File: config.mk
export PLATFORM = sky130hd
export DESIGN_NAME = alu_regfile_seq
export DESIGN_NICKNAME = d
export VERILOG_FILES = /design/src/rtl/alu_regfile_seq.sv
export SDC_FILE = /design/constraint.sdc
export NUM_CORES = 1
export LEC_CHECK = 0
export CELL_PAD_IN_SITES_DETAIL_PLACEMENT = 1
export CELL_PAD_IN_SITES_GLOBAL_PLACEMENT = 1
export CORE_UTILIZATION = 48
export CTS_CLUSTER_DIAMETER = 120
export DETAILED_ROUTE_END_ITERATION = 12
export PLACE_DENSITY_LB_ADDON = 0.05
export SLEW_MARGIN = 30
export SYNTH_ARGS = -nofsm -noshare
export SYNTH_HDL_FRONTEND = slang
export SYNTH_SLANG_ARGS = --single-unit
File: constraint.sdc
create_clock -name clk -period 3.8 [get_ports clk]
set_clock_uncertainty 0.15 [all_clocks]
set_input_delay 0.38 -clock clk [delete_from_list [all_inputs] [get_ports clk]]
set_output_delay 0.38 -clock clk [all_outputs]
set_load 0.03 [all_outputs]
File: src/rtl/alu_regfile_seq.sv
// Register-file ALU datapath: valid/ready command port, one-cycle EXEC ops,
// an iterative shift-add multiply, registered flags and a response pulse.
module alu_regfile_seq #(
    parameter  int WIDTH  = 8,
    parameter  int NREGS  = 4,
    localparam int ADDR_W = $clog2(NREGS)
) (
    input  logic              clk,
    input  logic              rst_n,
    input  logic              cmd_valid,
    output logic              cmd_ready,
    input  logic [3:0]        cmd_op,
    input  logic [ADDR_W-1:0] cmd_rd,
    input  logic [ADDR_W-1:0] cmd_ra,
    input  logic [ADDR_W-1:0] cmd_rb,
    input  logic              cmd_use_imm,
    input  logic [WIDTH-1:0]  cmd_imm,
    output logic              rsp_valid,
    output logic [WIDTH-1:0]  rsp_data,
    output logic              rsp_err,
    output logic [3:0]        flags,
    input  logic [ADDR_W-1:0] rd_sel,
    output logic [WIDTH-1:0]  rd_data
);

    localparam int S     = $clog2(WIDTH);
    localparam int CNT_W = $clog2(WIDTH);

    localparam logic [3:0] OP_ADD = 4'd0;
    localparam logic [3:0] OP_SUB = 4'd1;
    localparam logic [3:0] OP_AND = 4'd2;
    localparam logic [3:0] OP_OR  = 4'd3;
    localparam logic [3:0] OP_XOR = 4'd4;
    localparam logic [3:0] OP_NOT = 4'd5;
    localparam logic [3:0] OP_SHL = 4'd6;
    localparam logic [3:0] OP_SHR = 4'd7;
    localparam logic [3:0] OP_SAR = 4'd8;
    localparam logic [3:0] OP_MUL = 4'd9;
    localparam logic [3:0] OP_MOV = 4'd10;
    localparam logic [3:0] OP_ADC = 4'd11;

    typedef enum logic [1:0] {
        IDLE,
        EXEC,
        MUL
    } state_t;

    state_t state;
    state_t state_next;

    logic [WIDTH-1:0]   regs [NREGS];
    logic [3:0]         op_q;
    logic [ADDR_W-1:0]  rd_q;
    logic [WIDTH-1:0]   op_a;
    logic [WIDTH-1:0]   op_b;
    logic [WIDTH-1:0]   operand_b;
    logic               accept;

    logic [2*WIDTH-1:0] mul_acc;
    logic [2*WIDTH-1:0] mul_mcand;
    logic [WIDTH-1:0]   mul_mplier;
    logic [CNT_W-1:0]   mul_cnt;
    logic [2*WIDTH-1:0] mul_sum;
    logic               mul_last;

    logic [WIDTH:0]        wide;
    logic signed [WIDTH:0] sar_wide;
    logic [S-1:0]          shamt;
    logic [WIDTH-1:0]      alu_res;
    logic                  alu_c;
    logic                  alu_v;
    logic                  alu_legal;

    logic                  done_en;
    logic [WIDTH-1:0]      done_res;
    logic                  done_c;
    logic                  done_v;
    logic                  done_legal;

    assign cmd_ready = (state == IDLE);
    assign accept    = cmd_valid && cmd_ready;
    assign operand_b = cmd_use_imm ? cmd_imm : regs[cmd_rb];
    assign rd_data   = regs[rd_sel];
    assign shamt     = op_b[S-1:0];

    always_ff @(posedge clk or negedge rst_n) begin
        if (!rst_n) begin
            state <= IDLE;
        end else begin
            state <= state_next;
        end
    end

    always_comb begin
        state_next = state;
        case (state)
            IDLE: begin
                if (accept) begin
                    state_next = (cmd_op == OP_MUL) ? MUL : EXEC;
                end
            end
            EXEC:    state_next = IDLE;
            MUL:     state_next = mul_last ? IDLE : MUL;
            default: state_next = IDLE;
        endcase
    end

    // Single-cycle ops work on the operands captured at accept; MUL never lands here.
    always_comb begin
        alu_res   = '0;
        alu_c     = 1'b0;
        alu_v     = 1'b0;
        alu_legal = 1'b1;
        wide      = '0;
        sar_wide  = '0;
        case (op_q)
            OP_ADD: begin
                wide    = {1'b0, op_a} + {1'b0, op_b};
                alu_res = wide[WIDTH-1:0];
                alu_c   = wide[WIDTH];
                alu_v   = (op_a[WIDTH-1] == op_b[WIDTH-1]) && (alu_res[WIDTH-1] != op_a[WIDTH-1]);
            end
            OP_ADC: begin
                wide    = {1'b0, op_a} + {1'b0, op_b} + {{WIDTH{1'b0}}, flags[1]};
                alu_res = wide[WIDTH-1:0];
                alu_c   = wide[WIDTH];
                alu_v   = (op_a[WIDTH-1] == op_b[WIDTH-1]) && (alu_res[WIDTH-1] != op_a[WIDTH-1]);
            end
            OP_SUB: begin
                wide    = {1'b0, op_a} - {1'b0, op_b};
                alu_res = wide[WIDTH-1:0];
                alu_c   = ~wide[WIDTH];
                alu_v   = (op_a[WIDTH-1] != op_b[WIDTH-1]) && (alu_res[WIDTH-1] != op_a[WIDTH-1]);
            end
            OP_AND: alu_res = op_a & op_b;
            OP_OR:  alu_res = op_a | op_b;
            OP_XOR: alu_res = op_a ^ op_b;
            OP_NOT: alu_res = ~op_a;
            OP_MOV: alu_res = op_b;
            // Shifts carry one guard bit so the last bit shifted out falls into it.
            OP_SHL: begin
                wide    = {1'b0, op_a} << shamt;
                alu_res = wide[WIDTH-1:0];
                alu_c   = wide[WIDTH];
            end
            OP_SHR: begin
                wide    = {op_a, 1'b0} >> shamt;
                alu_res = wide[WIDTH:1];
                alu_c   = wide[0];
            end
            OP_SAR: begin
                sar_wide = $signed({op_a, 1'b0}) >>> shamt;
                alu_res  = sar_wide[WIDTH:1];
                alu_c    = sar_wide[0];
            end
            default: alu_legal = 1'b0;
        endcase
    end

    assign mul_sum  = mul_acc + (mul_mplier[0] ? mul_mcand : '0);
    assign mul_last = (mul_cnt == CNT_W'(WIDTH - 1));

    always_comb begin
        done_en    = 1'b0;
        done_res   = alu_res;
        done_c     = alu_c;
        done_v     = alu_v;
        done_legal = alu_legal;
        if (state == EXEC) begin
            done_en = 1'b1;
        end else if (state == MUL) begin
            done_en    = mul_last;
            done_res   = mul_sum[WIDTH-1:0];
            done_c     = |mul_sum[2*WIDTH-1:WIDTH];
            done_v     = 1'b0;
            done_legal = 1'b1;
        end
    end

    // Operand capture, multiply iteration and the completion write-back.
    always_ff @(posedge clk or negedge rst_n) begin
        if (!rst_n) begin
            for (int i = 0; i < NREGS; i++) begin
                regs[i] <= '0;
            end
            op_q       <= '0;
            rd_q       <= '0;
            op_a       <= '0;
            op_b       <= '0;
            mul_acc    <= '0;
            mul_mcand  <= '0;
            mul_mplier <= '0;
            mul_cnt    <= '0;
            rsp_valid  <= 1'b0;
            rsp_data   <= '0;
            rsp_err    <= 1'b0;
            flags      <= '0;
        end else begin
            rsp_valid <= 1'b0;
            if (accept) begin
                op_q       <= cmd_op;
                rd_q       <= cmd_rd;
                op_a       <= regs[cmd_ra];
                op_b       <= operand_b;
                mul_acc    <= '0;
                mul_mcand  <= {{WIDTH{1'b0}}, regs[cmd_ra]};
                mul_mplier <= operand_b;
                mul_cnt    <= '0;
            end
            if (state == MUL) begin
                mul_acc    <= mul_sum;
                mul_mcand  <= mul_mcand << 1;
                mul_mplier <= mul_mplier >> 1;
                mul_cnt    <= mul_cnt + 1'b1;
            end
            if (done_en) begin
                rsp_valid <= 1'b1;
                if (done_legal) begin
                    regs[rd_q] <= done_res;
                    flags      <= {(done_res == '0), done_res[WIDTH-1], done_c, done_v};
                    rsp_data   <= done_res;
                    rsp_err    <= 1'b0;
                end else begin
                    rsp_data <= '0;
                    rsp_err  <= 1'b1;
                end
            end
        end
    end

endmodule

Word-level counts from Yosys, hierarchy flattened
Index checks and enable logic that the tools add are counted.

Register bits after elaboration: 113. Input bits: 24. Output and inout bits: 23. Word-level logic and storage cells: 114.

Add/subtract/negate cells: 5. Order comparisons: 5. Equality and inequality tests: 20. Shifts and indexed selects: 3. Multiplexer cells: 43. Bitwise operators: 9. Reduce and logical (&&, ||, !) cells: 12.

Operators with widths (count): 8-bit 2-to-1 mux (13); 8-bit case mux with 11 select lines (1); 16-bit 2-to-1 mux (5); 8-bit binary-select mux with 2-bit select (3); 32-bit bitwise mux (1); 16-bit adder (1); 8-bit demux with 2-bit select (1); 4-bit by 3-bit equality test with 1-bit output, second input constant (4); 4-bit equality test, second input constant (4); 3-bit greater-or-equal comparator, second input constant (4); 2-bit inverter with 3-bit output (4); 1-bit 2-to-1 mux (11); 11-bit OR reduction (1); 8-bit by 8-bit adder with 9-bit output (1); 9-bit by 1-bit adder with 9-bit output (1); 8-bit by 3-bit left shift with 9-bit output (1); 9-bit by 3-bit right shift with 9-bit output (1); 9-bit by 3-bit >>> shifter with 9-bit output (1); 8-bit by 8-bit subtractor with 9-bit output (1); 8-bit bitwise AND (1); 4-bit by 2-bit equality test with 1-bit output, second input constant (2); 8-bit logical NOT (1); 8-bit inverter (1); 8-bit bitwise OR (1); 22 further kinds (32).

Logic depth before layout (Yosys ltp)
Depth after elaboration: 7. Gate-level depth with buffers: 13. Depth with buffers taken out: 11.

Worst setup path after synthesis
No wires, ideal clock.

Path type: register -> register. Start point: reg mul_mplier[0]. End point: reg flags[1]. Setup time: 0.129 ns. Data arrival time: 3.157 ns. Required time: 3.521 ns. Path slack: 0.364 ns. Stages on the path, launching flop included: 13. Buffers on the path: 1. Clock period less this slack: 3.436 ns. Path through: dfrtp_1 > clkbuf_1 > and2_1 > ha_1 > fa_1 > a21oi_1 > o22a_1 > o21ai_1 > a31oi_1 > mux2_2 > a2111oi_0 > nand4_1 > o41a_1.

Longest elaborated chain between the ends: 5.

Ends and longest elaborated chain: start, declared (line 61) `logic [WIDTH-1:0] mul_mplier;`; start signal, assigned (line 207) `mul_mplier <= operand_b;`; start signal, assigned (line 213) `mul_mplier <= mul_mplier >> 1;`; 16-bit 2-to-1 mux (line 160) `assign mul_sum = mul_acc + (mul_mplier[0] ? mul_mcand : '0);`; 16-bit adder (line 160); 8-bit OR reduction (line 174) `done_c = |mul_sum[2*WIDTH-1:WIDTH];`; 1-bit 2-to-1 mux (line 171) `end else if (state == MUL) begin`; 1-bit 2-to-1 mux (line 169) `if (state == EXEC) begin`; end signal, assigned (line 220) `flags <= {(done_res == '0), done_res[WIDTH-1], done_c, done_v};`; end, declared (line 21) `output logic [3:0] flags,`.

No other way between the ends. A chain may end at the register's enable or synchronous reset.

Worst setup path after layout
Same ends and word-level chain as after synthesis.

==> impl_metrics.ini <==
[outcome]
status = completed

[finish]
final_nets = 946
final_util_pct = 57.9
antenna_cells = 0
area_growth_pct = 18.2
drive_gt1_share_pct = 20.1

[detailed_routing]
wire_per_inst_um = 25.8
drt_iter0_drc = 463
via_per_inst = 6.44
dr.pass1.iters = 5
vias = 7134
drc = 0
detail-route-antenna-nets = 0
drt_wl_total_um = 28600

[critical_path]
r2r-start = mul_mplier[0]$_DFFE_PN0P_
reg2reg_to = flags[1]$_DFFE_PN0P_
worstRegToRegCells = 11
path_class = register to register
cp-end-kind = register
worstPathMaxFanout = 15
r2r_slack_ns = 0.21
startpoint_type = register
crit_arrival_ns = 3.74
required_ns = 3.95

[synthesis]
yosys_register_bits = 113
synth_largest_area_cell = dfrtp_1
yosysTopAreaCellShare_pct = 34.9
synth_flop_cell = dfrtp_1
seq_area_frac_synth_pct = 34.9
yosysUniqueCellTypes = 78
yosys-top-cells-count = dfrtp_1 (113), nand2_1 (98), ha_1 (44)
syn-instance-count = 810
ys_async_sr_fraction_pct = 100
syn_area_um2 = 8090
synth-edff-count = 0
synth_warnings = 0
syn_area_per_cell_um2 = 9.99
yosysMostFrequentCell = dfrtp_1
synth.top_cells.by_area = dfrtp_1 (35%), mux4_2 (8.9%), ha_1 (6.8%)
synth.net_count = 881

[timing]
worst_pin_slew_ns = 1.16
slew_viol_final = 0
max_slew_margin_pct = 21.5
fin_crit_ns = 3.59
rsz0062_at_grt = false
timing.fmax_mhz = 279
finalHoldViolations = 0
finalSetupViolCount = 0
finalCritPeriodShare_pct = 94.5

[cts]
insertion_delay_ns = 0.43
clock_sink_count = 113
root_buffer = clkbuf_16
numCtsBuffers = 17
cts_tree = yes
h-tree-depth = 4
clk_pin_slew_worst_paths_ns = 0.06
cts.path.max_buffers = 2

[place]
portBuffers = 46
dp_hpwl_um = 20800
routabilityCongestion = 0.940

[grt]
grt_max_degree = 87
antenna_found_initial = 0
grt_pass1_vias = 7465
grtUsageTotal_pct = 34.3
overflow = 0
grt_pass1_wl_um = 45200

[power_and_ir_drop]
ir_drop_v = 0.000433
cellPowerDensity_nw_per_um2 = 760
finalPower_uw = 7270
leakage_uw = 0.00431

[worst_hold_path]
holdPathStages = 2
min_to = mul_acc[2]$_DFFE_PN0P_
hp-start = mul_acc[2]$_DFFE_PN0P_
hp-class = register to register

[floorplan]
coreArea_um2 = 16500
die_y_um = 132
io_pins = 47
die_w_um = 132
start_util_pct = 49.0
rows = 47
dieArea_um2 = 17400

[flow_run]
cap_violations = 0
routing by layer:
metal | track usage [%] | vias up | wire (µm)
li1 | - | 3139 | -
met1 | 46.0 | 3722 | 12700
met2 | 57.1 | 233 | 14000
met3 | 5.31 | 40 | 1150
met4 | 10.7 | 0 | 703
met5 | 0 | - | 0
worst max-delay path, cell delays in order (launching register included):
cell and delay (ns):
dfrtp_1 0.39, buf_4 0.18, and2_1 0.18, fa_1 0.45
a21oi_1 0.22, o22a_1 0.25, o21ai_2 0.13, a31oi_2 0.20
mux2_2 0.38, a2111oi_2 0.40, nand4_1 0.18, o41a_1 0.35
how the worst max path moves through the flow:
stage | startpoint | end | slack (ns) | cells after the start
2_1_floorplan | mul_mplier[0]$_DFFE_PN0P_ | flags[1]$_DFFE_PN0P_ | 0.36 | 12
3_3_place_gp | mul_mplier[0]$_DFFE_PN0P_ | flags[1]$_DFFE_PN0P_ | 0.20 | 11
3_5_place_dp | mul_mplier[0]$_DFFE_PN0P_ | flags[1]$_DFFE_PN0P_ | -0.12 | 11
4_1_cts | mul_mplier[0]$_DFFE_PN0P_ | flags[1]$_DFFE_PN0P_ | 0.07 | 11
5_1_grt | mul_mplier[0]$_DFFE_PN0P_ | flags[1]$_DFFE_PN0P_ | 0.05 | 11
6_report | mul_mplier[0]$_DFFE_PN0P_ | flags[1]$_DFFE_PN0P_ | 0.21 | 11
power by group:
group | internal [µW] | leakage, µW | switching, µW | total [µW]
combinational | 1650 | 0.00257 | 2080 | 3730
sequential | 1570 | 0.00148 | 441 | 2010
clock | 901 | 0.000258 | 633 | 1530
total | 4120 | 0.00431 | 3150 | 7270
layout make-up:
class	count	area, µm²
tap	220	275
timing repair buffer	96	840
multi-input combinational	617	4950
clock inverter	14	134
fill	1814	6960
inverter	30	113
clock buffer	17	425
sequential	113	2830
through the flow:
stage                     worst slack [ns]  TNS, ns  instance area, µm²  hold slack, ns  std cells
final                                0.209        0                9560           0.344       1107
after global routing                0.0497        0                9560           0.353       1107
after CTS                           0.0691        0                9530           0.341       1107
after detailed placement            -0.117   -0.117                8950           0.333       1075
after global placement               0.198        0                8950           0.316       1075
after floorplan                      0.364        0                8090         -0.0656        810
registers in the layout, summed over array words and instances (netlist names), 3 cells and up:
name / count
flags: 4
regs: 32
mul_mcand: 16
mul_mplier: 8
mul_acc: 16
op_a: 8
op_b: 8
mul_cnt: 3
op_q: 4
rsp_data: 8
cell families (layout without fill, tap and decap cells):
family | count (synthesis) | count (layout) | synth area share [%]
adders and majority gates | 47 | 47 | 7.54
and+or+nand+nor | 253 | 253 | 15.3
buffers and inverters | 80 | 157 | 4.45
xor gates and xnor gates | 25 | 25 | 2.88
AOI/OAI and AO/OA | 202 | 202 | 17.9
DFF | 113 | 113 | 34.9
muxes | 90 | 90 | 16.9
cells in the final DEF, fill, tap and decap left out, types with 29 or more instances in the layout:
| master | count |
|---|---|
| nand2_1 | 98 |
| mux2_2 | 43 |
| dfrtp_1 | 113 |
| a21oi_1 | 31 |
| nor2_1 | 42 |
| ha_1 | 44 |
| buf_4 | 49 |
| o21ai_0 | 43 |
| inv_1 | 29 |
| mux4_2 | 32 |
| clkdlybuf4s50_1 | 45 |
what timing repair did:
action,in CTS,in global routing
endpoints found under the setup margin,1,13
gates resized for setup,2,5
endpoints found under the hold margin,84,0
setup buffers,0,0
hold buffers,1,0
Power figures use the tool's default switching activity.
